[config.mk]
export PLATFORM = sky130hd
export DESIGN_NAME = tqvp_spi_fifo
export DESIGN_NICKNAME = d
export VERILOG_FILES = /design/src/rtl/tqvp_spi_fifo.sv
export SDC_FILE = /design/constraint.sdc
export NUM_CORES = 1
export LEC_CHECK = 0
export CAP_MARGIN = 20
export CORE_UTILIZATION = 53
export DETAILED_ROUTE_END_ITERATION = 7
export HOLD_SLACK_MARGIN = 0.08
export PLACE_DENSITY = 0.8
export SYNTH_ARGS = -nofsm -noshare
export SYNTH_HDL_FRONTEND = slang
export SYNTH_SLANG_ARGS = --single-unit
export TNS_END_PERCENT = 20
[constraint.sdc]
create_clock -name clk -period 3.2 [get_ports clk]
set_input_delay 0.32 -clock clk [delete_from_list [all_inputs] [get_ports clk]]
set_output_delay 0.32 -clock clk [all_outputs]
set_load 0.02 [all_outputs]
[src/rtl/tqvp_spi_fifo.sv]
// tqvp_spi_fifo: TX/RX byte queues in front of the SPI controller.
// Queued TX bytes become back-to-back start pulses; each completed byte is captured into RX.
module tqvp_spi_fifo #(
  parameter int DEPTH      = 4,
  parameter bit RX_CAPTURE = 1'b1,
  localparam int AW = $clog2(DEPTH),
  localparam int CW = AW + 1
) (
  input  logic          clk,
  input  logic          rst_n,
  input  logic          tx_wr,
  input  logic [7:0]    tx_data,
  input  logic          tx_dc,
  input  logic          tx_end,
  output logic          tx_full,
  output logic [CW-1:0] tx_level,
  input  logic          rx_rd,
  output logic [7:0]    rx_data,
  output logic          rx_empty,
  output logic [CW-1:0] rx_level,
  input  logic          flush,
  output logic          tx_ovf,
  output logic          rx_ovf,
  output logic          idle,
  output logic          spi_start,
  output logic [7:0]    spi_data,
  output logic          spi_dc,
  output logic          spi_end_txn,
  input  logic          spi_busy,
  input  logic [7:0]    spi_rx
);

  typedef enum logic [1:0] {
    IDLE,
    WAIT_BUSY,
    XFER
  } state_e;

  state_e state_q, state_d;

  logic [9:0]    tx_mem_q [DEPTH];
  logic [AW-1:0] tx_wp_q, tx_wp_d;
  logic [AW-1:0] tx_rp_q, tx_rp_d;
  logic [CW-1:0] tx_cnt_q, tx_cnt_d;

  logic [7:0]    rx_mem_q [DEPTH];
  logic [AW-1:0] rx_wp_q, rx_wp_d;
  logic [AW-1:0] rx_rp_q, rx_rp_d;
  logic [CW-1:0] rx_cnt_q, rx_cnt_d;

  logic tx_ovf_q, tx_ovf_d;
  logic rx_ovf_q, rx_ovf_d;
  logic discard_q, discard_d;

  logic       start_q;
  logic [7:0] data_q;
  logic       dc_q;
  logic       end_q;

  logic tx_is_full, rx_is_full;
  logic tx_push, tx_pop;
  logic xfer_done, rx_pop;
  logic rx_cap, rx_store, rx_drop;

  // Qualify this cycle's pushes, pops and captures; flush suppresses all of them
  always_comb begin
    tx_is_full = (tx_cnt_q == CW'(DEPTH));
    rx_is_full = (rx_cnt_q == CW'(DEPTH));
    tx_push    = tx_wr && !tx_is_full && !flush;
    tx_pop     = (state_q == IDLE) && (tx_cnt_q != '0)
                 && !spi_busy && !flush;
    xfer_done  = (state_q == XFER) && !spi_busy;
    rx_pop     = rx_rd && (rx_cnt_q != '0) && !flush;
    rx_cap     = xfer_done && RX_CAPTURE && !discard_q && !flush;
    rx_store   = rx_cap && (!rx_is_full || rx_pop);
    rx_drop    = rx_cap && rx_is_full && !rx_pop;
  end

  // Transfer sequencing: issue, wait for busy to rise, wait for busy to fall
  always_comb begin
    state_d = state_q;
    unique case (state_q)
      IDLE:      if (tx_pop) state_d = WAIT_BUSY;
      WAIT_BUSY: if (spi_busy) state_d = XFER;
      XFER:      if (!spi_busy) state_d = IDLE;
      default:   state_d = IDLE;
    endcase
  end

  // Pointer, level and sticky-flag next state
  always_comb begin
    tx_wp_d   = tx_wp_q;
    tx_rp_d   = tx_rp_q;
    tx_cnt_d  = tx_cnt_q;
    rx_wp_d   = rx_wp_q;
    rx_rp_d   = rx_rp_q;
    rx_cnt_d  = rx_cnt_q;
    tx_ovf_d  = tx_ovf_q | (tx_wr & tx_is_full);
    rx_ovf_d  = rx_ovf_q | rx_drop;
    discard_d = discard_q;
    if (flush) begin
      tx_wp_d  = '0;
      tx_rp_d  = '0;
      tx_cnt_d = '0;
      rx_wp_d  = '0;
      rx_rp_d  = '0;
      rx_cnt_d = '0;
      tx_ovf_d = 1'b0;
      rx_ovf_d = 1'b0;
      if (state_q != IDLE) discard_d = 1'b1;
    end else begin
      if (tx_push) tx_wp_d = tx_wp_q + AW'(1);
      if (tx_pop)  tx_rp_d = tx_rp_q + AW'(1);
      tx_cnt_d = tx_cnt_q + CW'(tx_push) - CW'(tx_pop);
      if (rx_store) rx_wp_d = rx_wp_q + AW'(1);
      if (rx_pop)   rx_rp_d = rx_rp_q + AW'(1);
      rx_cnt_d = rx_cnt_q + CW'(rx_store) - CW'(rx_pop);
    end
    if (xfer_done) discard_d = 1'b0;
  end

  // Control state registers
  always_ff @(posedge clk or negedge rst_n) begin
    if (!rst_n) begin
      state_q   <= IDLE;
      tx_wp_q   <= '0;
      tx_rp_q   <= '0;
      tx_cnt_q  <= '0;
      rx_wp_q   <= '0;
      rx_rp_q   <= '0;
      rx_cnt_q  <= '0;
      tx_ovf_q  <= 1'b0;
      rx_ovf_q  <= 1'b0;
      discard_q <= 1'b0;
    end else begin
      state_q   <= state_d;
      tx_wp_q   <= tx_wp_d;
      tx_rp_q   <= tx_rp_d;
      tx_cnt_q  <= tx_cnt_d;
      rx_wp_q   <= rx_wp_d;
      rx_rp_q   <= rx_rp_d;
      rx_cnt_q  <= rx_cnt_d;
      tx_ovf_q  <= tx_ovf_d;
      rx_ovf_q  <= rx_ovf_d;
      discard_q <= discard_d;
    end
  end

  // FIFO storage writes
  always_ff @(posedge clk or negedge rst_n) begin
    if (!rst_n) begin
      for (int i = 0; i < DEPTH; i++) begin
        tx_mem_q[i] <= '0;
        rx_mem_q[i] <= '0;
      end
    end else begin
      if (tx_push) tx_mem_q[tx_wp_q] <= {tx_dc, tx_end, tx_data};
      if (rx_store) rx_mem_q[rx_wp_q] <= spi_rx;
    end
  end

  // Controller-facing byte and flags only move on a pop, start is a one-cycle pulse
  always_ff @(posedge clk or negedge rst_n) begin
    if (!rst_n) begin
      start_q <= 1'b0;
      data_q  <= '0;
      dc_q    <= 1'b0;
      end_q   <= 1'b1;
    end else begin
      start_q <= tx_pop;
      if (tx_pop) begin
        {dc_q, end_q, data_q} <= tx_mem_q[tx_rp_q];
      end
    end
  end

  assign tx_full     = tx_is_full;
  assign tx_level    = tx_cnt_q;
  assign rx_level    = rx_cnt_q;
  assign rx_empty    = (rx_cnt_q == '0);
  assign rx_data     = (rx_cnt_q != '0) ? rx_mem_q[rx_rp_q] : 8'h00;
  assign tx_ovf      = tx_ovf_q;
  assign rx_ovf      = rx_ovf_q;
  assign idle        = (tx_cnt_q == '0) && (state_q == IDLE);
  assign spi_start   = start_q;
  assign spi_data    = data_q;
  assign spi_dc      = dc_q;
  assign spi_end_txn = end_q;

endmodule

==> results by group <==
Logic synthesis
  • Avg Cell Area, Syn: 14.80 sq um
  • Yosys top cell by area: dfrtp_1
  • Top FF cell, synth: dfrtp_1
  • Synth cell count leaders: dfrtp_1 (101), mux2_2 (80), mux4_2 (18)
  • Main combinational cell family by area after synthesis: multiplexers
  • Compound-gate portion of the synthesized area: 1.495%
  • Gate Count Post-Synth: 311
  • Post-synth cell types: 32
  • Count leader, synth: dfrtp_1
  • Post-synth EDFFs: 0
  • Post-Synth XOR/XNOR Area: 1.903%
  • Synth Area in Simple Gates: approximately 6.1%
  • Post-synth top area share: 54.91%
  • Adder-cell share of the synthesized area: 4.132%
  • Sequential cell area fraction in the yosys report: 55.48%
  • Yosys warns: 0
  • Cell area after synthesis: 4603 sq um
  • Area contributors post-synth: dfrtp_1 (55%), mux2_2 (20%), mux4_2 (8.8%), ha_1 (3.3%), nor2_1 (1.4%)
  • Mux cell area share after synthesis: 29.08%
  • Syn_nets: 349
  • Async S/R FF share, synth: 100.0%
  • Yosys reg bits: roughly 100

Flow run
  • Max-cap viol count: 0

CTS
  • Post CTS Setup Buffer Count: 0
  • # resized after CTS: 0
  • H-tree depth: 3
  • CTS Hold Bufs: 1
  • Clock Sinks: 102
  • Worst skew pair latency: 0.37 ns
  • Clk pin slew, worst setup/hold paths: 0.10 ns
  • Cts bufs inserted: 9
  • Clock root buffer: clkbuf_8
  • Clock Path Buffers: 2
  • CTS tree: done

Floorplanning
  • Die ar.: 9062 sq um
  • IO Pins: 54
  • Starting density of the core: 55.47%
  • Chip Height: roughly 95 um
  • Cell Rows: 33
  • Chip Width: 95.20 um
  • Core area: 8299 sq um

Timing
  • Crit path time final: 2.693 ns
  • Hold violation count in the final report: 0
  • Post-route clock skew: 0.01237 ns
  • Setup TNS: 0 ns
  • Final setup viols: 0
  • Tightest Pin Transition: 0.7864 ns
  • Worst hold slack: 0.4992 ns
  • FMAX: 0.3713 GHz
  • RSZ-0062 raised after global routing: no
  • Final period utilization: 84.17%
  • Slew headroom: 47.57%
  • Max Transition Viols Final: 0

Global route
  • Initial antenna violation count: 0
  • Largest net degree at the start of global routing: 57
  • GRT Util Overall: 19.70%
  • First-pass GRT wire length: 13.13 mm
  • Vias in the first global route: 2691
  • Overflow after GRT: 0

Power and ir drop
  • Net switching power figure: ~0.0013 W
  • Internal power: 0.002925 W
  • Pwr Total: 0.004229 W
  • Clock power frac: 19.8%
  • Comb pwr share: 33.5%
  • Pwr Density: around 770 nW/um^2
  • Seq pwr share: 46.7%
  • VDD IR max: about 0.5 mV
  • Leakage: 2.512 nW
  • Switching share of power: 30.83%

Drt
  • Met3 wire length: 283 um
  • Met2 WL post-DR: a little over 4 mm
  • DR iter-0 viols: 82
  • DRC Markers: 0
  • Final wirelength: 8.083 mm
  • Top routing layer in use: met4
  • ANT nets after route: 0
  • Vias/cell: 5.476
  • Via Count: 2645
  • First-pass iteration count of the detailed router: 4
  • M1 WL: 3.586 mm
  • WL/cell: 16.73 um

Worst hold path
  • Worst Hold Path Cells: 1
  • Worst hold path class: flop to flop

Placed design
  • Routability cong.: 0.7645
  • IO Port Bufs: 53
  • DPL Wire Length: roughly 5.4 mm
  • DP Cell Count: 466

Setup path
  • CP Data Required Time: 2.88 ns
  • Delay of the slowest critical-path stage: between 0.7 and 0.8 ns
  • Crit start category: flop
  • CP max-delay cell: dfrtp_1
  • Worst endpoint data arrival time: approximately 2.4 ns
  • Crit. End Element: output port
  • Max FO, Critical Path: 10
  • Reg2reg path depth: 11
  • Cell Chain, Critical Path: mux4_2 -> and2_1 -> clkdlybuf4s50_1
  • Critical path class: flop to output port

Finish
  • Layout cells sized above 1: about a third
  • P&R area growth vs syn: 19.52%
  • Layout Nets: 411
  • Antenna Diode Count: 0
  • FF/Latch Area: between 2000 and 3000 sq um
  • Multi-input logic area: 1967 sq um
  • Non-Filler Instances: 483
  • Fillers: 620
  • Fin util: 66.29%

Status
  • Status: completed
==> cell families (layout without fill, tap and decap cells) <==
| family | after synthesis | in the layout |
|---|---|---|
| adders and majority gates | 14 | 14 |
| AOI/OAI and AO/OA | 8 | 8 |
| muxes | 101 | 101 |
| DFF | 102 | 102 |
| and+or+nand+nor | 54 | 54 |
| xor gates and xnor gates | 10 | 10 |
| buffers and inverters | 22 | 89 |
==> critical path: cells and delay by family (launching register included) <==
kind                   cells  cell delay, ns
buffers and inverters      1            0.53
AND/OR/NAND/NOR            1            0.18
flip-flops                 1            0.72
multiplexers               1            0.58
==> final cells by class <==
cell class / count / share of cell area, %
multi-input combinational: 187 / 35.75
timing repair buffer: 60 / 10.83
clock buffer: 11 / 2.570
clock inverter: 5 / 1.160
tap: 105 / 2.388
inverter: 13 / 0.8870
sequential: 102 / 46.42
==> metrics by stage <==
stage / setup WS [ns] / instance area [sq um]
final: 0.5066 / 5502
after detailed placement: 0.2749 / 5286
after global placement: 0.3098 / 5286
after floorplan: 0.5081 / 4603
after global routing: 0.3626 / 5502
after CTS: 0.4457 / 5502
==> layout by cell type (no fill, tap or decap), types with 3 or more instances in the layout <==
master,netlist,layout
inv_1,13,13
nor2_1,17,17
nand2_1,6,6
nand2_2,4,4
mux2_2,80,80
xnor2_1,3,3
buf_4,0,6
and2_1,9,9
xor2_1,7,7
ha_1,12,12
clkdlybuf4s50_1,0,52
mux4_2,18,18
nor3b_1,3,3
or3_1,3,3
dfrtp_1,101,101
nand2b_1,3,3
clkbuf_8,0,10
inv_6,0,3
==> final timing paths <==
| check | startpoint | end | slack, ns |
|---|---|---|---|
| worst max-delay path | rx_rp_q[0]$_DFFE_PN0P_ | rx_data[5] | 0.51 |
| worst min-delay path | rx_mem_q[1]$_DFFE_PN0P_ | rx_mem_q[1]$_DFFE_PN0P_ | 0.50 |
| worst max register to register | state_q[0]$_DFFE_PN0P_ | rx_level[2]$_DFF_PN0_ | 0.61 |
| worst min register to register | rx_mem_q[1]$_DFFE_PN0P_ | rx_mem_q[1]$_DFFE_PN0P_ | 0.50 |
| max in group asynchronous | rst_n | spi_end_txn$_DFFE_PN1P_ | 1.88 |
| min in group asynchronous | rst_n | rx_ovf$_DFF_PN0_ | 0.55 |
==> registers in the layout (all words and copies together), names as in the netlist, 2 cells and up <==
name      count
tx_mem_q     40
rx_mem_q     32
spi_data      8
rx_level      3
tx_level      3
rx_rp_q       2
rx_wp_q       2
state_q       2
tx_rp_q       2
tx_wp_q       2
==> power groups by stage <==
stage,Clock (W),Sequential (W),Combinational (W)
floorplan,0,0.00199,0.000922
detailed placement,0,0.00201,0.00143
global route,0.000919,0.00204,0.00153
finish,0.000838,0.00197,0.00142
CTS,0.000867,0.00198,0.00144
global placement,0,0.00198,0.00140
==> per-layer routing <==
layer	track usage, %	up-vias
met4	8.333	0
met2	33.39	41
li1	-	1230
met3	4.067	9
met1	24.53	1365
met5	0	-
(Power assumes the default switching activity.)
